`src/rtl/pwm_div_cfg_arbiter.sv`:
```
// pwm_div_cfg_arbiter
// Round-robin arbiter that lets NUM_REQ requesters change the odd/even divide
// values of the PWM clock divider. Each request is validated, then applied
// only at a common period boundary of both divided clocks (or after MAX_WAIT
// cycles), together with a one-cycle div_rst that re-phases the divider.
//
// Handshake: req_valid[i] is held by the requester until req_ready[i]; a
// transfer happens on a clock edge where req_valid[i] & req_ready[i]. At most
// one req_ready bit is set, and only while the FSM is IDLE. Completion is a
// one-cycle done_valid[g] pulse to the granted requester, qualified by done_err.
module pwm_div_cfg_arbiter #(
    parameter int RANGE_CLK_DIV = 12,
    parameter int NUM_REQ       = 4,
    parameter int DEF_ODD       = 5,
    parameter int DEF_EVEN      = 4,
    parameter int MAX_WAIT      = 256
) (
    input  logic                             clk_in,
    input  logic                             rst,
    input  logic [NUM_REQ-1:0]               req_valid,
    input  logic [NUM_REQ*RANGE_CLK_DIV-1:0] req_odd,
    input  logic [NUM_REQ*RANGE_CLK_DIV-1:0] req_even,
    output logic [NUM_REQ-1:0]               req_ready,
    output logic [NUM_REQ-1:0]               done_valid,
    output logic                             done_err,
    output logic [RANGE_CLK_DIV-1:0]         clk_divider_odd,
    output logic [RANGE_CLK_DIV-1:0]         clk_divider_even,
    output logic                             div_rst,
    output logic                             busy
);
    localparam int IDX_W  = $clog2(NUM_REQ);
    localparam int WAIT_W = $clog2(MAX_WAIT + 1);
    localparam logic [RANGE_CLK_DIV-1:0] ONE = RANGE_CLK_DIV'(1);

    typedef enum logic [2:0] {
        S_IDLE,
        S_CHECK,
        S_WAIT,
        S_APPLY,
        S_RESP
    } state_t;

    state_t                   state, state_n;
    logic [IDX_W-1:0]         rr_ptr;
    logic [IDX_W-1:0]         cap_idx;
    logic [RANGE_CLK_DIV-1:0] cap_odd, cap_even;
    logic                     err_q;
    logic [WAIT_W-1:0]        wait_cnt;
    logic [RANGE_CLK_DIV-1:0] odd_ph, even_ph;
    logic [RANGE_CLK_DIV-1:0] div_odd, div_even;
    logic                     div_rst_q;

    logic [NUM_REQ-1:0]       grant;
    logic [IDX_W-1:0]         grant_idx;
    logic                     found;
    int                       cand;
    logic                     cfg_ok, cfg_same, boundary, apply_now;

    // Rotating-priority search for the first pending request at or above rr_ptr.
    always_comb begin
        grant     = '0;
        grant_idx = '0;
        found     = 1'b0;
        cand      = 0;
        for (int k = 0; k < NUM_REQ; k++) begin
            cand = int'(rr_ptr) + k;
            if (cand >= NUM_REQ) cand = cand - NUM_REQ;
            if (!found && req_valid[cand]) begin
                found       = 1'b1;
                grant[cand] = 1'b1;
                grant_idx   = IDX_W'(cand);
            end
        end
    end

    assign req_ready = (state == S_IDLE) ? grant : '0;

    // Odd value must be odd and >=3, even value even and >=2; this also keeps value-1 from underflowing.
    assign cfg_ok   = cap_odd[0] && (cap_odd >= RANGE_CLK_DIV'(3)) &&
                      !cap_even[0] && (cap_even >= RANGE_CLK_DIV'(2));
    assign cfg_same = (cap_odd == div_odd) && (cap_even == div_even);
    assign boundary = (odd_ph == div_odd - ONE) && (even_ph == div_even - ONE);

    // Next-state logic and the RESP-state completion pulse.
    always_comb begin
        state_n    = state;
        done_valid = '0;
        case (state)
            S_IDLE:  if (found) state_n = S_CHECK;
            S_CHECK: begin
                if (!cfg_ok || cfg_same) state_n = S_RESP;
                else                     state_n = S_WAIT;
            end
            S_WAIT:  begin
                if (boundary || (wait_cnt == WAIT_W'(MAX_WAIT - 1))) state_n = S_APPLY;
            end
            S_APPLY: state_n = S_RESP;
            S_RESP:  begin
                done_valid[cap_idx] = 1'b1;
                state_n             = S_IDLE;
            end
            default: state_n = S_IDLE;
        endcase
    end

    assign apply_now = (state == S_WAIT) && (state_n == S_APPLY);
    assign done_err  = (state == S_RESP) && err_q;
    assign busy      = (state != S_IDLE);

    // State register.
    always_ff @(posedge clk_in) begin
        if (rst) state <= S_IDLE;
        else     state <= state_n;
    end

    // Request capture, round-robin pointer, wait counter and the active divide values.
    always_ff @(posedge clk_in) begin
        if (rst) begin
            rr_ptr    <= '0;
            cap_idx   <= '0;
            cap_odd   <= '0;
            cap_even  <= '0;
            err_q     <= 1'b0;
            wait_cnt  <= '0;
            div_odd   <= RANGE_CLK_DIV'(DEF_ODD);
            div_even  <= RANGE_CLK_DIV'(DEF_EVEN);
            div_rst_q <= 1'b0;
        end else begin
            div_rst_q <= apply_now;
            if (state == S_IDLE && found) begin
                cap_idx  <= grant_idx;
                cap_odd  <= req_odd[int'(grant_idx)*RANGE_CLK_DIV +: RANGE_CLK_DIV];
                cap_even <= req_even[int'(grant_idx)*RANGE_CLK_DIV +: RANGE_CLK_DIV];
                rr_ptr   <= (grant_idx == IDX_W'(NUM_REQ - 1)) ? '0 : grant_idx + 1'b1;
            end
            if (state == S_CHECK) begin
                err_q    <= !cfg_ok;
                wait_cnt <= '0;
            end
            if (state == S_WAIT) wait_cnt <= wait_cnt + 1'b1;
            if (apply_now) begin
                div_odd  <= cap_odd;
                div_even <= cap_even;
            end
        end
    end

    // Phase counters of both divided clocks; realigned to 0 when new values take effect.
    always_ff @(posedge clk_in) begin
        if (rst || apply_now) begin
            odd_ph  <= '0;
            even_ph <= '0;
        end else begin
            odd_ph  <= (odd_ph == div_odd - ONE) ? '0 : odd_ph + ONE;
            even_ph <= (even_ph == div_even - ONE) ? '0 : even_ph + ONE;
        end
    end

    assign clk_divider_odd  = div_odd;
    assign clk_divider_even = div_even;
    assign div_rst          = div_rst_q;

endmodule

```
`config.mk`:
```
export PLATFORM = sky130hd
export DESIGN_NAME = pwm_div_cfg_arbiter
export DESIGN_NICKNAME = d
export VERILOG_FILES = /design/src/rtl/pwm_div_cfg_arbiter.sv
export SDC_FILE = /design/constraint.sdc
export NUM_CORES = 1
export LEC_CHECK = 0
export ABC_AREA = 1
export BUFFER_PORTS_ARGS = -buffer_cell sky130_fd_sc_hd__buf_2
export CAP_MARGIN = 25
export CORE_UTILIZATION = 50
export DETAILED_ROUTE_END_ITERATION = 7
export PLACE_DENSITY = 0.74
export RECOVER_POWER = 100
export SLEW_MARGIN = 20
export SYNTH_ARGS = -nofsm -noshare
export SYNTH_HDL_FRONTEND = slang
export SYNTH_SLANG_ARGS = --single-unit
```
`constraint.sdc`:
```
create_clock -name clk_in -period 6.8 [get_ports clk_in]
set_input_delay 1.36 -clock clk_in [delete_from_list [all_inputs] [get_ports clk_in]]
set_output_delay 1.36 -clock clk_in [all_outputs]
set_load 0.01 [all_outputs]
```
==> metrics.txt, run 1 <==
Most Frequent Cell on Critical Path=nand2_1; R2R depth=14; GP Congestion=0.900; io pins=137; Design Area, Final=0.00739 mm2; slowest cell on the critical path=nand2_1; routed wire length=16800 um; WP data required=7.04 ns; Hold Crit Class=flop to flop; status=complete, but fails checks; Core Area=0.0126 mm2; crit path to=cap_even[0]; P_leak=3.73 nW; RSZ-0062 raised after global routing=no; CP Launch Point=req_valid[1]; antenna viol nets, final=0; utilization after layout=0.586; die area=0.0134 mm2; #FFs+latches synth=90; Worst EP arrival=5.36 ns; final setup violation count=0; cells after synthesis=1045; clock sink count=90; R2R Path End=cap_even[0]; Die Y=116 um; CTS tree=done; Fmax achieved=195 MHz; Top Family by Delay on Critical Path=simple AND/OR/NAND/NOR gates; layout cells sized above 1=0.117; antenna violations before repair=0; setup repair bufs after CTS=0; CP Depth=13; CP max FO=50; maximum vdd drop=0.293 mV; Die W=116 um; Avg WL per Cell=12.7 um; H-tree levels=3; average vias per placed instance=5.11; Final Hold Viols=0; DPL Wire Length=12600 um; worst slew pin tran=1.78 ns; crit end category=flop; WS Path Type=input pin to flop; critical path cell sequence=clkbuf_1, o21ai_0, nand2_1, a21oi_4, nand2_1, nor2_1, nand2_1, nand2_1, nand2_1, nand3_1, nand3_1, nand2_1, inv_1; Max Root-Sink Buffers=2; Mean Syn Cell Area=6.19 um2; via count=6784; violated checks=capacitance limit, slew limit; r2r setup slk=1.91 ns; number of flops mapped to enable cells by yosys=0; syn_nets=1157; Placed Instance Area=0.00717 mm2; CTS root buf=clkbuf_16; Total GRT Usage=0.259; Synth Warn #=0; crit path time final=5.12 ns; vias in the first global route=5914; Final Cycle Share=0.753; PnR worst setup slack=1.68 ns; Placed Instances=1311; Max transition margin=-0.189; Port Buffers=136; CP max stage delay=1.62 ns; TritonCTS Buffers=9; fin. max-slew vios=184; Area Growth Syn to Fin=14.2%; synth unique cells=40; async set-reset flop share out of synthesis=0; Resized cells post-CTS=0; worst setup slack after placement=2.55 ns; PD cells=373 mW/mm2; Pre-Repair DR Iteration Count=5; Hold-fix buffers, CTS=0; pin count of the biggest net entering global routing=51; fin cells=1327; Post-Route Skew=0.00670 ns; Net count, final=1262; post-synthesis sequential area ratio=0.278; DRT iter0 DRCs=479; Site Rows=41; area occupied by multi-input gates=0.00374 mm2; Synth Flop Type=dfxtp_1; CP bufs+invs=2; max-cap violations=4; Initial Util=0.513; Filler Cell Count=1326; Setup crit start kind=input pin; gr ovfl total=0; FF+latch area=0.00180 mm2; clock latency on the worst-skew pair=0.34 ns; Mapped Area=0.00647 mm2; Setup TNS=0 ns; DR DRC count=0; Reg clk slew, reported paths=0.06 ns; n_diodes=0; first-pass GRT wire length=27900 um
==> cells by family (layout without fill, tap and decap cells) <==
group / count (synthesis) / count (layout) / synth area share
AO/OA/AOI/OAI: 60 / 60 / 0.0563
XOR/XNOR: 48 / 48 / 0.0671
adder cells (fa/ha/maj): 10 / 10 / 0.0193
buffers and inverters: 225 / 335 / 0.140
flip-flops: 90 / 90 / 0.278
AND/OR/NAND/NOR: 612 / 612 / 0.439
==> routing by layer <==
| metal | vias up | part of all wire | GRT usage |
|---|---|---|---|
| met5 | - | 0 | 0 |
| met4 | 0 | 0.024 | 0.0940 |
| met3 | 29 | 0.056 | 0.0424 |
| met2 | 223 | 0.43 | 0.391 |
| met1 | 3012 | 0.49 | 0.370 |
| li1 | 3520 | - | - |
==> power breakdown <==
part           internal [mW]  switching (mW)  total [mW]
registers              0.614           0.106       0.720
clock network          0.294           0.211       0.505
logic                  0.518            1.01        1.53
total                   1.43            1.33        2.75
==> final cells by class <==
type                    instances  share of cell area
well taps                     172              0.0291
clock inverters                 5             0.00728
flip-flops and latches         90               0.244
repair buffers                139              0.0887
multi-input cells             730               0.507
clock buffers                  11              0.0328
inverters                     180              0.0914
==> synth_stat cells (2+ instances only) <==
library cell / count / area [um2]
a211oi_1: 3 / 22.5
a21oi_1: 24 / 120
a21oi_4: 2 / 32.5
a221oi_1: 3 / 26.3
a31oi_1: 2 / 12.5
buf_1: 3 / 11.3
buf_2: 14 / 70.1
buf_4: 3 / 22.5
buf_6: 4 / 45.0
clkbuf_1: 21 / 78.8
dfxtp_1: 90 / 1800
ha_1: 10 / 125
inv_1: 175 / 657
inv_2: 4 / 15.0
nand2_1: 244 / 916
nand2_2: 7 / 43.8
nand3_1: 138 / 691
nand3_2: 2 / 20.0
nand3b_1: 51 / 383
nand4_1: 33 / 206
nor2_1: 107 / 402
nor2_2: 5 / 31.3
nor3_1: 15 / 75.1
nor4_1: 5 / 31.3
o21ai_0: 14 / 70.1
o21ai_1: 3 / 15.0
o22ai_1: 5 / 31.3
xnor2_1: 26 / 228
xor2_1: 21 / 184
==> cell usage in the layout, fill, tap and decap left out, types with 2 or more instances in the layout <==
| cell | count |
|---|---|
| a211oi_1 | 3 |
| a21oi_1 | 25 |
| a21oi_4 | 2 |
| a221oi_1 | 3 |
| a31oi_1 | 2 |
| buf_2 | 101 |
| buf_4 | 2 |
| clkbuf_1 | 37 |
| clkbuf_16 | 9 |
| clkinv_2 | 3 |
| dfxtp_1 | 90 |
| ha_1 | 10 |
| inv_1 | 175 |
| inv_2 | 4 |
| nand2_1 | 249 |
| nand2_2 | 3 |
| nand3_1 | 139 |
| nand3b_1 | 51 |
| nand4_1 | 33 |
| nor2_1 | 108 |
| nor2_2 | 4 |
| nor3_1 | 15 |
| nor4_1 | 5 |
| o21ai_0 | 15 |
| o21ai_1 | 2 |
| o22ai_1 | 5 |
| xnor2_1 | 26 |
| xor2_1 | 21 |
==> worst min-delay path: cells and delay by family (launching register included) <==
family	cells	cell delay [ns]
AO/OA/AOI/OAI	1	0.06
buffers and inverters	1	0.06
flip-flops	1	0.30
==> state kept, by name (all words and copies together), names as in the netlist, named ones only <==
signal,flops
rr_ptr,1
div_rst,1
clk_divider_odd,12
err_q,1
cap_idx,2
odd_ph,12
even_ph,12
cap_odd,12
state,3
wait_cnt,9
clk_divider_even,12
cap_even,12
==> per-stage QoR <==
stage | hold slack (ns) | total power [mW]
4_1_cts | 0.464 | 2.76
2_1_floorplan | 0.430 | 1.95
3_5_place_dp | 0.454 | 2.25
6_report | 0.465 | 2.75
3_3_place_gp | 0.447 | 2.24
5_1_grt | 0.499 | 2.99
==> worst min-delay path by stage <==
stage	startpoint	to	slack (ns)	cells past startpoint
floorplan	even_ph[0]	even_ph[0]	0.43	1
global placement	err_q	err_q	0.45	2
detailed placement	err_q	err_q	0.45	2
CTS	err_q	err_q	0.46	2
global route	even_ph[0]	even_ph[0]	0.50	1
finish	err_q	err_q	0.47	2
Note: power is estimated with default switching activity, not from simulation.
==> run 2, diff against run 1 <==
clock period = 4.9 ns   (was 6.8 ns; I/O delays follow)
==> metrics.txt, run 2 (synthesis gave the netlist of run 1 again) <==
Resized cells post-CTS=0 (unchanged); PnR worst setup slack=1.00 ns (-0.673 ns); Setup crit start kind=input pin; GP Congestion=0.918 (+1.9%); clock sink count=90 (unchanged); Post-Route Skew=0.0102 ns (+0.00351 ns); Area Growth Syn to Fin=14.5%; vias in the first global route=6023 (+1.8%); average vias per placed instance=5.09 (-0.52%); antenna viol nets, final=0 (unchanged); Net count, final=1265 (+0.24%); Sw Ratio=0.486 (+0.00363); Core Area=0.0126 mm2 (unchanged); Worst EP arrival=4.11 ns (-1.25 ns); clock latency on the worst-skew pair=0.34 ns (about the same); slowest cell on the critical path=clkbuf_1; Max transition margin=-0.108 (+0.0809); commonest cells after routing, fill and taps aside=247 x nand2_1, 176 x inv_1, 138 x nand3_1, 108 x nor2_1, 101 x buf_2; CTS tree=done; gr ovfl total=0 (unchanged); P_leak=3.75 nW (+0.65%); via count=6764 (-0.29%); setup repair bufs after CTS=0 (unchanged); worst-case hold path end point=err_q; layout cells sized above 1=0.120 (+0.00315); Switching Power=1.86 mW (+40%); max-cap violations=3 (-1); most common cell after layout, fill and taps aside=nand2_1; crit path time final=3.90 ns; CTS root buf=clkbuf_16; R2R depth=14 (unchanged); PD cells=517 mW/mm2 (+39%); Avg WL per Cell=12.6 um (-0.57%); final setup violation count=0 (unchanged); RSZ-0062 raised after global routing=no; antenna violations before repair=0 (unchanged); Reg clk slew, reported paths=0.06 ns (about the same); io pins=137 (unchanged); worst slew pin tran=1.66 ns (-0.121 ns); fin. max-slew vios=124 (-33%); r2r setup slk=1.09 ns (-0.82 ns); WP data required=5.12 ns (-1.92 ns); die area=0.0134 mm2 (unchanged); CP max FO=43 (-14%); CP max stage delay=1.19 ns (-0.43 ns); Final Cycle Share=0.795; Hold Path Cell Cnt=2 (unchanged); routed wire length=16800 um (-0.34%); WS Path Type=input pin to flop; R2R Path End=cap_even[0]; Total GRT Usage=0.258 (-0.000788); DPL Wire Length=12600 um (-0.29%); Fmax achieved=257 MHz; violated checks=capacitance limit, slew limit; H-tree levels=3 (unchanged); Final Hold Viols=0 (unchanged); pin count of the biggest net entering global routing=50 (-2.0%); crit end category=flop; Placed Instances=1314 (+0.23%); maximum vdd drop=0.529 mV (+80%); n_diodes=0 (unchanged); DR DRC count=0 (unchanged); Setup TNS=0 ns (unchanged); DRT iter0 DRCs=531 (+11%); Pre-Repair DR Iteration Count=6 (+1); Hold-fix buffers, CTS=0 (unchanged); critical path cell sequence=buf_2, clkbuf_1, clkinv_1, clkbuf_2, nand3_2, nor2_1; status=complete, but fails checks; Initial Util=0.513 (unchanged); Site Rows=41 (unchanged); fin cells=1330 (+0.23%); first-pass GRT wire length=27800 um (-0.20%); worst setup slack after placement=1.58 ns (-0.970 ns); Die Y=116 um (unchanged); Port Buffers=136 (unchanged); Max Root-Sink Buffers=2 (unchanged); clock share of power=0.180 (-0.003); hold path start=err_q; Seq pwr share=0.259 (-0.003); Die W=116 um (unchanged); Hold Crit Class=flop to flop; TritonCTS Buffers=9 (unchanged); Gate power share=0.561 (+0.006); Int Pwr=1.97 mW (+38%)
==> run 2: power groups by stage <==
stage	logic (mW)	registers, mW	clock network, mW
final	2.15	0.994	0.688
after global routing	2.43	1.01	0.734
after global placement	2.14	1.01	0
after detailed placement	2.15	1.01	0
after CTS	2.16	0.992	0.703
after floorplan	1.75	0.960	0
==> run 2: worst max-delay path: cells and delay by family <==
family        cells  cell delay, ns
buf+inv           4            2.57
simple gates      2            0.54
==> run 2: final cells by class <==
| cell class | instances | area (um2) |
|---|---|---|
| fill | 1291 | 5210 |
| multi-input combinational | 730 | 3750 |
| sequential | 90 | 1800 |
| inverter | 180 | 676 |
| timing repair buffer | 142 | 672 |
| clock buffer | 10 | 229 |
| tap | 172 | 215 |
| clock inverter | 6 | 66.3 |
==> run 2: per-layer routing <==
metal	share of wire	vias up	GRT usage
li1	-	3529	-
met3	0.060	18	0.0418
met5	0	-	0
met2	0.44	258	0.421
met1	0.48	2959	0.353
met4	0.014	0	0.0684
==> run 2: worst max path at each step <==
stage	from	to	slack, ns	depth (start not counted)
after floorplan	req_valid[0]	req_ready[0]	1.95	11
after global placement	req_valid[0]	req_ready[1]	1.61	13
after detailed placement	req_valid[0]	req_ready[2]	1.58	13
after CTS	flop	req_ready[2]	1.41	12
after global routing	flop	cap_even[0]	0.62	14
final	rst	even_ph[10]	1.00	6
==> run 2: stage by stage <==
| step | utilization | hold WS (ns) | cell area [um2] | power [mW] |
|---|---|---|---|---|
| after floorplan | - | 0.430 | 6470 | 2.71 |
| after global placement | 0.570 | 0.447 | 7190 | 3.14 |
| after detailed placement | 0.570 | 0.460 | 7190 | 3.16 |
| after CTS | 0.593 | 0.469 | 7490 | 3.86 |
| after global routing | 0.587 | 0.494 | 7410 | 4.18 |
| final | 0.587 | 0.469 | 7410 | 3.83 |
==> run 3, diff against run 2 <==
clock period = 3.95 ns   (was 4.9 ns; I/O delays follow)
==> metrics.txt, run 3 (synthesis gave the netlist of run 1 again) <==
status=complete, but fails checks; violated checks=capacitance limit, slew limit; WP data required=3.16 ns (-1.96 ns); Avg WL per Cell=12.7 um (+0.44%); Site Rows=41 (unchanged); CP max FO=9 (-79%); vias in the first global route=6068 (+0.75%); routed wire length=16800 um (+0.51%); Initial Util=0.513 (unchanged); Net count, final=1266 (+0.079%); r2r setup slk=0.69 ns (-0.40 ns); Core Area=0.0126 mm2 (unchanged); Hold Crit Class=flop to flop; most common cell after layout, fill and taps aside=nand2_1; Port Buffers=136 (unchanged); Setup TNS=0 ns (unchanged); first-pass GRT wire length=28100 um (+1.1%); critical path cell sequence=inv_1, ha_1, inv_1, nand2_1, a21oi_4, nand2_2, nor2_1, inv_1, o21ai_0, nand2_1, inv_1, clkbuf_1; fin. max-slew vios=56 (-55%); antenna violations before repair=0 (unchanged); via count=6733 (-0.46%); Final Total Pwr=4.72 mW (+23%); DRT iter0 DRCs=507 (-4.5%); GP Congestion=0.937 (+2.0%); maximum vdd drop=0.521 mV (-1.5%); H-tree levels=3 (unchanged); Worst EP arrival=2.68 ns (-1.43 ns); Worst Hold Slack=0.472 ns (+0.00301 ns); PD cells=636 mW/mm2 (+23%); Most Crowded Layer GR=met2; CTS root buf=clkbuf_16; die area=0.0134 mm2 (unchanged); TritonCTS Buffers=9 (unchanged); met1 Usage GRT=0.362 (+0.00902); clock latency on the worst-skew pair=0.34 ns (about the same); slowest cell on the critical path=dfxtp_1; WS Path Type=flop to output pin; max-cap violations=2 (-1); pin count of the biggest net entering global routing=50 (unchanged); RSZ-0062 raised after global routing=no; DPL Wire Length=12800 um (+1.8%); Setup crit start kind=flop; antenna viol nets, final=0 (unchanged); Filler Cell Count=1308 (+1.3%); Placed Instance Area=0.00720 mm2 (+0.10%); setup repair bufs after CTS=0 (unchanged); crit end category=output pin; Fmax achieved=288 MHz; Area Growth Syn to Fin=14.7%; GR Layer Usage met3=0.0429 (+0.00105); Reg clk slew, reported paths=0.07 ns (about the same); Most Frequent Cell on Critical Path=inv_1; CTS tree=done; CP max stage delay=0.51 ns (-0.68 ns); crit path time final=3.47 ns; Total GRT Usage=0.261 (+0.00337); io pins=137 (unchanged); clock sink count=90 (unchanged); DR DRC count=0 (unchanged); gr ovfl total=0 (unchanged); Pre-Repair DR Iteration Count=6 (unchanged); commonest cells after routing, fill and taps aside=244 x nand2_1, 176 x inv_1, 138 x nand3_1, 108 x nor2_1, 101 x buf_2; Max transition margin=-0.156 (-0.0483); Die Y=116 um (unchanged); met2 Track Usage GR=0.416 (-0.00476); layout cells sized above 1=0.123 (+0.00335); worst slew pin tran=1.73 ns (+0.0724 ns); Die W=116 um (unchanged); Hold-fix buffers, CTS=0 (unchanged); Max Root-Sink Buffers=2 (unchanged); n_diodes=0 (unchanged); Post-Route Skew=0.00980 ns (-0.000407 ns); Final Hold Viols=0 (unchanged); Design Area, Final=0.00742 mm2 (+0.14%); final setup violation count=0 (unchanged); Resized cells post-CTS=0 (unchanged); Final Cycle Share=0.878; P_leak=3.75 nW (about the same); average vias per placed instance=5.06 (-0.53%)
## run 3: final cells by class
class / count / area (um2) / share of cell area
multi-input combinational: 730 / 3760 / 0.507
sequential: 90 / 1800 / 0.243
timing repair buffer: 143 / 678 / 0.0914
inverter: 180 / 676 / 0.0910
clock buffer: 11 / 253 / 0.0341
tap: 172 / 215 / 0.0290
clock inverter: 5 / 38.8 / 0.00523
## run 3: worst max-delay path, delay by kind of cell (launching register included)
family                   cells  cell delay, ns
AND/OR/NAND/NOR              4            0.43
buffers and inverters        5            0.66
AO/OA/AOI/OAI                2            0.34
adder cells (fa/ha/maj)      1            0.38
flip-flops                   1            0.51
## run 3: power by group
part	leakage (nW)	internal, mW	total (mW)	switching [mW]
sequential	0.734	1.06	1.23	0.178
clock	0.142	0.463	0.825	0.362
combinational	2.87	0.892	2.66	1.77
## run 3: per-layer routing
layer,share of wire,vias up,wire length (um)
met5,0,-,0
met4,0.016,0,271
li1,-,3533,-
met1,0.47,2965,7990
met2,0.45,211,7560
met3,0.061,24,1030
## run 3: final timing paths
check	start	end	cells after the start
max reg2reg	state[1]	even_ph[0]	6
max	flop	req_ready[0]	12
min reg2reg	err_q	err_q	2
min	err_q	err_q	2
## run 3: through the flow
stage	std cells	worst slack, ns	utilization
after floorplan	1045	1.37	-
after global placement	1315	1.03	0.570
after detailed placement	1315	1.02	0.570
after CTS	1331	0.675	0.594
after global routing	1331	0.229	0.588
final	1331	0.483	0.588
